`config.mk`:
```
export PLATFORM = sky130hd
export DESIGN_NAME = pixel_row_serializer
export DESIGN_NICKNAME = d
export VERILOG_FILES = /design/src/rtl/pixel_pkg.sv /design/src/rtl/pixel_row_buf.sv /design/src/rtl/pixel_row_serializer.sv
export SDC_FILE = /design/constraint.sdc
export NUM_CORES = 1
export LEC_CHECK = 0
export ABC_CLOCK_PERIOD_IN_PS = 3420
export BUFFER_PORTS_ARGS = -buffer_cell sky130_fd_sc_hd__buf_2
export CAP_MARGIN = 20
export CORE_MARGIN = 2
export CORE_UTILIZATION = 50
export DETAILED_ROUTE_END_ITERATION = 7
export PLACE_DENSITY = 0.67
export SLEW_MARGIN = 40
export SYNTH_ARGS = -nofsm -noshare
export SYNTH_HDL_FRONTEND = slang
export SYNTH_SLANG_ARGS = --single-unit
```
`constraint.sdc`:
```
create_clock -name clk_in -period 3.42 [get_ports clk_in]
set_clock_uncertainty 0.2 [all_clocks]
set_input_delay 0.342 -clock clk_in [delete_from_list [all_inputs] [get_ports clk_in]]
set_output_delay 0.342 -clock clk_in [all_outputs]
set_load 0.005 [all_outputs]
```
`src/rtl/pixel_pkg.sv`:
```
// rtl/pixel_pkg.sv - shared types and defaults for the pixel row serializer
// Purpose: default pixel width, pixel type and serializer state encoding.
// Ports:   none (package).
package pixel_pkg;

   localparam int PIXEL_W_DEFAULT = 6;

   typedef logic [PIXEL_W_DEFAULT-1:0] pixel_t;

   typedef enum logic [1:0] {
      S_EMPTY    = 2'd0,
      S_RUN      = 2'd1,
      S_RUN_PEND = 2'd2
   } ser_state_t;

endpackage

```
`src/rtl/pixel_row_buf.sv`:
```
// rtl/pixel_row_buf.sv - loadable row + flip register with synchronous clear
// Purpose: holds one row of pixels and its flip flag.
// Ports:   clk_in, rst_n_in (async active-low), clear_in (sync, beats load),
//          load_in, row_in/flip_in (load data), row_out/flip_out (stored row).
module pixel_row_buf
   import pixel_pkg::*;
#(
   parameter int PIXELS  = 8,
   parameter int PIXEL_W = PIXEL_W_DEFAULT
) (
   input  logic                            clk_in,
   input  logic                            rst_n_in,
   input  logic                            clear_in,
   input  logic                            load_in,
   input  logic [PIXELS-1:0][PIXEL_W-1:0]  row_in,
   input  logic                            flip_in,
   output logic [PIXELS-1:0][PIXEL_W-1:0]  row_out,
   output logic                            flip_out
);

   always_ff @(posedge clk_in or negedge rst_n_in) begin
      if (!rst_n_in) begin
         row_out  <= '0;
         flip_out <= 1'b0;
      end else if (clear_in) begin
         row_out  <= '0;
         flip_out <= 1'b0;
      end else if (load_in) begin
         row_out  <= row_in;
         flip_out <= flip_in;
      end
   end

endmodule

```
`src/rtl/pixel_row_serializer.sv`:
```
// rtl/pixel_row_serializer.sv - double-buffered row to pixel stream serializer
// Purpose: accepts whole rows on a valid/ready handshake and emits one pixel
//          per accepted cycle, with per-row flip, a pending row buffer for
//          gap-free back-to-back rows, and synchronous flush.
// Ports:   clk_in, rst_n_in (async active-low), flush_in (sync clear);
//          row_in/row_flip_in/row_valid_in/row_ready_out (row side);
//          pix_out/pix_valid_out/pix_ready_in/pix_last_out/pix_idx_out
//          (pixel side); done_out (pulse one cycle after each row's last pixel).
module pixel_row_serializer
   import pixel_pkg::*;
#(
   parameter  int PIXELS  = 8,
   parameter  int PIXEL_W = PIXEL_W_DEFAULT,
   localparam int IDX_W   = $clog2(PIXELS)
) (
   input  logic                            clk_in,
   input  logic                            rst_n_in,
   input  logic                            flush_in,
   input  logic [PIXELS-1:0][PIXEL_W-1:0]  row_in,
   input  logic                            row_flip_in,
   input  logic                            row_valid_in,
   output logic                            row_ready_out,
   output logic [PIXEL_W-1:0]              pix_out,
   output logic                            pix_valid_out,
   input  logic                            pix_ready_in,
   output logic                            pix_last_out,
   output logic [IDX_W-1:0]                pix_idx_out,
   output logic                            done_out
);

   localparam logic [IDX_W-1:0] LAST_IDX = IDX_W'(PIXELS - 1);

   ser_state_t                       state;
   logic [IDX_W-1:0]                 idx;
   logic                             done_q;

   logic [PIXELS-1:0][PIXEL_W-1:0]   act_row;
   logic                             act_flip;
   logic [PIXELS-1:0][PIXEL_W-1:0]   pend_row;
   logic                             pend_flip;

   logic                             acc;
   logic                             adv;
   logic                             row_end;
   logic                             act_load;
   logic                             act_from_pend;
   logic                             pend_load;
   logic [PIXELS-1:0][PIXEL_W-1:0]   act_load_row;
   logic                             act_load_flip;
   logic [IDX_W-1:0]                 sel;

   assign row_ready_out = (state != S_RUN_PEND);
   assign pix_valid_out = (state != S_EMPTY);
   assign pix_last_out  = pix_valid_out && (idx == LAST_IDX);
   assign pix_idx_out   = idx;
   assign done_out      = done_q;

   assign acc     = row_valid_in && row_ready_out;
   assign adv     = pix_valid_out && pix_ready_in;
   assign row_end = adv && (idx == LAST_IDX);

   // Active buffer is refilled either straight from the input (empty, or
   // zero-gap reload at row end) or from the pending buffer.
   assign act_from_pend = (state == S_RUN_PEND) && row_end;
   assign act_load      = act_from_pend
                        || ((state == S_EMPTY) && acc)
                        || ((state == S_RUN) && row_end && acc);
   assign act_load_row  = act_from_pend ? pend_row  : row_in;
   assign act_load_flip = act_from_pend ? pend_flip : row_flip_in;
   assign pend_load     = (state == S_RUN) && acc && !row_end;

   // Unflipped rows emit the highest element first.
   assign sel     = act_flip ? idx : (LAST_IDX - idx);
   assign pix_out = pix_valid_out ? act_row[sel] : '0;

   pixel_row_buf #(.PIXELS(PIXELS), .PIXEL_W(PIXEL_W)) u_act_buf (
      .clk_in   (clk_in),
      .rst_n_in (rst_n_in),
      .clear_in (flush_in),
      .load_in  (act_load),
      .row_in   (act_load_row),
      .flip_in  (act_load_flip),
      .row_out  (act_row),
      .flip_out (act_flip)
   );

   pixel_row_buf #(.PIXELS(PIXELS), .PIXEL_W(PIXEL_W)) u_pend_buf (
      .clk_in   (clk_in),
      .rst_n_in (rst_n_in),
      .clear_in (flush_in),
      .load_in  (pend_load),
      .row_in   (row_in),
      .flip_in  (row_flip_in),
      .row_out  (pend_row),
      .flip_out (pend_flip)
   );

   always_ff @(posedge clk_in or negedge rst_n_in) begin
      if (!rst_n_in) begin
         state  <= S_EMPTY;
         idx    <= '0;
         done_q <= 1'b0;
      end else if (flush_in) begin
         state  <= S_EMPTY;
         idx    <= '0;
         done_q <= 1'b0;
      end else begin
         done_q <= row_end;
         case (state)
            S_EMPTY: begin
               if (acc) begin
                  state <= S_RUN;
                  idx   <= '0;
               end
            end
            S_RUN: begin
               if (row_end) begin
                  idx   <= '0;
                  state <= acc ? S_RUN : S_EMPTY;
               end else begin
                  if (adv) idx <= idx + 1'b1;
                  if (acc) state <= S_RUN_PEND;
               end
            end
            S_RUN_PEND: begin
               if (row_end) begin
                  idx   <= '0;
                  state <= S_RUN;
               end else if (adv) begin
                  idx <= idx + 1'b1;
               end
            end
            default: begin
               state <= S_EMPTY;
               idx   <= '0;
            end
         endcase
      end
   end

endmodule

```
==> After elaboration in Yosys (flattened, before gate mapping) <==
Cells that the tools add are included.
{ "word_totals": {"reg_bits": 104, "inputBits": 54, "out_inout_bits": 13, "elab_cells": 79} }
{ "op_classes": {"addsub": 2, "n_lt_le_gt_ge": 1, "n_eq_ne": 8, "muxes": 27, "reduce_logical": 20} }
{ "ops": {"columns": ["op", "n"], "rows": [
  ["two-way mux 48 bit", 5],
  ["binary-select mux 6 bit (select 3 bit)", 1],
  ["two-way mux 3 bit", 5],
  ["two-way mux 6 bit", 2],
  ["logical AND 1 bit", 10],
  ["two-way mux 2 bit", 5],
  ["two-way mux 1 bit", 7],
  ["!= test 3 bit (second input constant)", 2],
  ["one-hot mux 2 bit (3 select lines)", 1],
  ["one-hot mux 3 bit (2 select lines)", 1],
  ["nonzero test 2 bit", 3],
  ["less-than comparator 3 x 4 -> 1 bit (second input constant)", 1],
  ["!= test 4 x 1 -> 1 bit (second input constant)", 1],
  ["!= test 4 bit (second input constant)", 1],
  ["adder 3 x 1 -> 3 bit (second input constant)", 1],
  ["equality test 3 bit (second input constant)", 1],
  ["AND reduction 3 bit", 1],
  ["subtractor 3 bit (first input constant)", 1],
  ["equality test 2 x 1 -> 1 bit (second input constant)", 1],
  ["equality test 2 bit (second input constant)", 1],
  ["zero test 2 bit", 1],
  ["logical OR 1 bit", 2],
  ["!= test 2 bit (second input constant)", 1],
  ["AND reduction 2 bit", 1],
  ["2 further kinds", 2]
]} }

==> Logic depth before layout (Yosys ltp) <==
{ "depth": {"word_depth": 8, "mapped_depth": 9, "mapped_depth_nobuf": 6} }

==> Hierarchy <==
Synthesis repeated with hierarchy kept, for this count alone.
{ "unflattened": {"hier_cells": 479, "area_unflattened_um2": 5881.9} }
{ "by_module_without_submodules": {"columns": ["mod", "instances", "cells_each", "area_per_inst_um2", "seq_area_each_um2"], "rows": [
  ["pixel_row_buf", 2, 158, 1989.4, 1226.2],
  ["pixel_row_serializer", 1, 163, 1903.1, 150.1]
]} }

==> Worst setup path after synthesis <==
No wires, ideal clock.
{ "synth_timing": {"path_type": "flip-flop to flip-flop", "from": "register idx[1], in the netlist pix_idx_out[1]", "to": "register u_act_buf.row_out[10] (netlist bit)", "setup_ps": 122, "arrival_time_ps": 1902, "t_required_ps": 3098, "path_slack_ps": 1197, "path_stages_with_launch": 9, "n_path_buf": 2, "synth_period_minus_slack_ps": 2223, "path_cell_list": "dfrtp_1 -> ha_1 -> ha_1 -> and3b_1 -> a221oi_2 -> or2_2 -> buf_2 -> buf_4 -> o21ai_1"} }
{ "synth_via": {"elab_chain_len": 6, "elab_cells_between_ends": 11, "classes_between": "1 x eq/ne; 3 x mux; 7 x reduce/logical"} }
{ "synth_lines": {"columns": ["element", "line_no", "rtl"], "rows": [
  ["start: declaration", "pixel_row_serializer.sv:34", "logic [IDX_W-1:0] idx;"],
  ["start signal: assignment", "pixel_row_serializer.sv:121", "if (adv) idx <= idx + 1'b1;"],
  ["start signal: assignment", "pixel_row_serializer.sv:130", "idx <= idx + 1'b1;"],
  ["equality test 3 bit *", "pixel_row_serializer.sv:60", "assign row_end = adv && (idx == LAST_IDX);"],
  ["logical AND 1 bit *", "pixel_row_serializer.sv:60", null],
  ["logical AND 1 bit, on equally long branches", "pixel_row_serializer.sv:64, pixel_row_serializer.sv:67", null],
  ["two-way mux 48 bit, or another cell as far along", "pixel_row_serializer.sv:68", "assign act_load_row = act_from_pend ? pend_row : row_in;"],
  ["two-way mux 48 bit / logical OR 1 bit (equally long branches)", "pixel_row_buf.sv:28, pixel_row_serializer.sv:67", null],
  ["two-way mux 48 bit / nonzero test 2 bit (equally long branches)", null, null],
  ["end signal: assignment", "pixel_row_buf.sv:29", "row_out <= row_in;"],
  ["end: declaration", "pixel_row_buf.sv:17", "output logic [PIXELS-1:0][PIXEL_W-1:0] row_out,"]
]} }
Mark *: on every way between the ends. The rest lies on a longest branch, timed or not. The select of a mux whose other input is x is not followed.
A chain may end at the register's enable or synchronous reset.

==> Worst setup path after layout <==
{ "layout_timing": {"from": "register state[0]", "to": "register u_act_buf.row_out[25] (netlist bit)"} }
{ "layout_via": {"elab_chain_len": 7, "elab_cells_between_ends": 18, "classes_between": "3 x eq/ne; 3 x mux; 12 x reduce/logical"} }
{ "layout_lines": {"columns": ["element", "line_no", "rtl"], "rows": [
  ["start: declaration", "pixel_row_serializer.sv:33", "ser_state_t state;"],
  ["start signal: assignment", "pixel_row_serializer.sv:119", "state <= acc ? S_RUN : S_EMPTY;"],
  ["nonzero test 2 bit", "pixel_row_serializer.sv:53", "assign pix_valid_out = (state != S_EMPTY);"],
  ["logical AND 1 bit", "pixel_row_serializer.sv:59", "assign adv = pix_valid_out && pix_ready_in;"],
  ["logical AND 1 bit", "pixel_row_serializer.sv:60", null],
  ["logical AND 1 bit, on equally long branches", "pixel_row_serializer.sv:64, pixel_row_serializer.sv:67", null],
  ["two-way mux 48 bit, or another cell as far along", "pixel_row_serializer.sv:68", null],
  ["two-way mux 48 bit / logical OR 1 bit (equally long branches)", "pixel_row_buf.sv:28, pixel_row_serializer.sv:67", null],
  ["two-way mux 48 bit / nonzero test 2 bit (equally long branches)", null, null]
]} }
Parallel ways exist; a longest one is shown, timed or not. The select of a mux whose other input is x is not followed.

==> results.md <==
* Clock network fraction of total power at 0.270
* Global-route wire length before repair at 20030 um
* ANT cells at 0
* # setup viols final at 0
* Initial antenna violation count at 0
* Pwr dens at about 530 nW/um2
* Max-slew violation count at 0
* Vias in the first global route at just over 4000
* Period utilization at 0.8461
* Clk slew on worst S/H paths at around 100 ps
* WP data required at between 3000 and 4000 ps
* Fill count at between 800 and 900
* H-tree levels at 3
* Post-synth top area cell: dfrtp_1
* Initial Utilization at 0.5188
* Chip width at around 110 um
* CTS Buf Count at 9
* Via Count at around 4300
* Clock period minus worst slack at just under 3000 ps
* Net switching power figure at 1086 uW
* Largest net degree at the start of global routing at 54
* Top post-synthesis cells by area: dfrtp_1 48%, mux2i_1 12%, nand2_1 11%
* Initial DRC count at between 200 and 300
* CTS Buffer Depth at 2
* Critical path cell sequence: inv_1 > ha_1 > and3b_1 > a221oi_4 > or2_2 > o21ai_0
* Crit end category: register
* Core area at 10420 um2
* Syn Area/Cell at between 9 and 10 um2
* Final ANT Viol Nets at 0
* Achievable Freq at approximately 350 MHz
* FP Rows at 37
* Drt wl/cell at ~16 um
* Vias per cell at approximately 5.5
* Number of synthesized flops with an enable pin at 0
* Crit Path Max Fanout at 49
* Clock latency on the worst-skew pair at around 380 ps
* Crit path from: state[0]
* Placed Instances at between 700 and 800
* CP peak stage delay at 670 ps
* Sequential area share after synthesis at 0.4816
* Worst min-delay path class: in -> reg
* Setup slack, reg-to-reg at around 530 ps
* Synthesized area at about 5400 um2
* Area of the multi-input gates at 2590 um2
* Die Height at between 100 and 150 um
* Fin. Hold Viols at 0
* Top cell type's share of synthesized area at 0.4816
* CP Class: reg -> reg
* Cell variety after synth at 39
* Overall routed net length at roughly 12000 um
* Number of remaining DRC errors at 0
* Tot GR Track Use at 0.2213
* Die area at roughly 12000 um2
* CP startpoint kind: register
* Share of layout cells above drive strength 1 at 0.1780
* FF-to-FF End: u_act_buf.row_out[25]
* Port Buffers at between 60 and 70
* CP Capture Point: u_act_buf.row_out[25]
* Most frequent cells after synthesis: 154 x nand2_1, 104 x dfrtp_1, 66 x mux2i_1, 52 x a21oi_1, 41 x o21ai_0
* Non-Filler Instances at roughly 780
* Mapped Cells at around 560
* Total grt overflow at 0
* Yosys warning count at 0
* Sequential power share at 0.464
* FF+latch area at ~2600 um2
* Nets at 702
* Fraction of registers with async set/reset at 1.000
* Drt pass-1 iters at 4
* Sw Ratio at 0.3230
* Setup Buffers After CTS at 0
* CTS tree: done
* Root buffer cell: clkbuf_8
* Internal power at ~2300 uW
* Status: finished clean
* Comb pwr share at 0.265
* CP arrival at 2920 ps
* Number of max-cap violations at 0
* Worst vdd ir at 287.5 uV
* RSZ-0062 raised after global routing: no
* Io pins at between 60 and 70
* DP HPWL at roughly 8500 um
* Leak Pwr at roughly 0.0031 uW
* Worst r2r path cells at 6
* Synthesized flop and latch total at between 100 and 150
* Layout area overhead at 18.31%
* Syn Nets at about 620
* Max-slew headroom at 0.4724
* Worst Tran Pin Value at slightly below 800 ps
* Critical-path top delay cell: or2_2
* Post-synth top flop: dfrtp_1
* CTS sink cnt at 104
* GP Congestion at approximately 0.81
* Setup_tns at 0 ps
* Most common cell in the netlist: nand2_1
* Worst r2r src: state[0]
-- cell families after synthesis --
family	count (synthesis)	synth area share
adders and majority gates	6	0.01389
muxes	85	0.1827
DFF	104	0.4816
AOI/OAI and AO/OA	130	0.1343
and+or+nand+nor	187	0.1459
buffers and inverters	51	0.04168
-- cells in the final DEF (no fill, tap or decap), types with 10 or more instances in the layout --
master           n
mux4_2          10
o21ai_1         10
mux2i_1         66
o21ai_0         41
dlygate4sd3_1   34
buf_2           65
a21oi_1         52
buf_4           11
dfrtp_1        103
nand2_1        153
-- repair_timing --
item | CTS | global route
gates resized for setup | 0 | 0
hold buffers | 34 | 0
hold endpoints to repair | 85 | 0
-- power groups by stage --
stage               registers [uW]  logic [uW]  clock network, uW
floorplan                     1530         625                  0
global placement              1570         840                  0
detailed placement            1580         871                  0
CTS                           1560         903                923
global route                  1590        1000                968
finish                        1560         893                909
-- flip-flops by register name, summed over array words and instances, names as in the netlist --
name                 count
state                    2
u_act_buf.flip_out       1
done_out                 1
u_pend_buf.row_out      48
pix_idx_out              3
u_act_buf.row_out       48
u_pend_buf.flip_out      1
-- how the worst min path moves through the flow --
| stage | from | to | slack (ps) | depth (start not counted) |
|---|---|---|---|---|
| finish | row_in[38] | u_pend_buf.row_out[38] | 4 | 3 |
| global route | row_in[21] | u_pend_buf.row_out[21] | 9 | 3 |
| CTS | row_in[21] | u_pend_buf.row_out[21] | 0.6 | 3 |
| detailed placement | rst_n_in | done_out | 250 | 1 |
| global placement | rst_n_in | state[1] | 230 | 1 |
| floorplan | rst_n_in | done_out | -150 | 0 |
-- area by class of cell --
class | count | share of cell area
clock inverters | 5 | 0.01624
inverters | 8 | 0.004697
multi-input cells | 408 | 0.4051
flip-flops and latches | 104 | 0.4072
well taps | 136 | 0.02661
clock buffers | 10 | 0.01996
repair buffers | 111 | 0.1202
-- per-stage QoR --
step           power (uW)  cell area (um2)  setup WS, ps  hold WS, ps  utilization
6_report             3363             6394         526.4        3.924       0.6138
5_1_grt              3558             6394         290.2        8.680       0.6138
4_1_cts              3386             6394         503.6       0.5838       0.6138
3_5_place_dp         2455             5822         515.1        246.2       0.5589
3_3_place_gp         2413             5822         725.7        229.5       0.5589
2_1_floorplan        2153             5404          1197       -153.6            -
-- worst max-delay path, delay by kind of cell (launching register included) --
| kind | cells | cell delay (ps) |
|---|---|---|
| compound gates | 2 | 510 |
| simple gates | 2 | 960 |
| buf+inv | 1 | 110 |
| flops | 1 | 430 |
| fa+ha+maj | 1 | 510 |
-- per-layer routing --
layer,up-vias,part of all wire,track usage
met3,16,0.044,0.03376
li1,2105,-,-
met5,-,0,0
met1,2084,0.47,0.3023
met4,0,0.020,0.08516
met2,101,0.47,0.3585
Power figures use the tool's default switching activity.
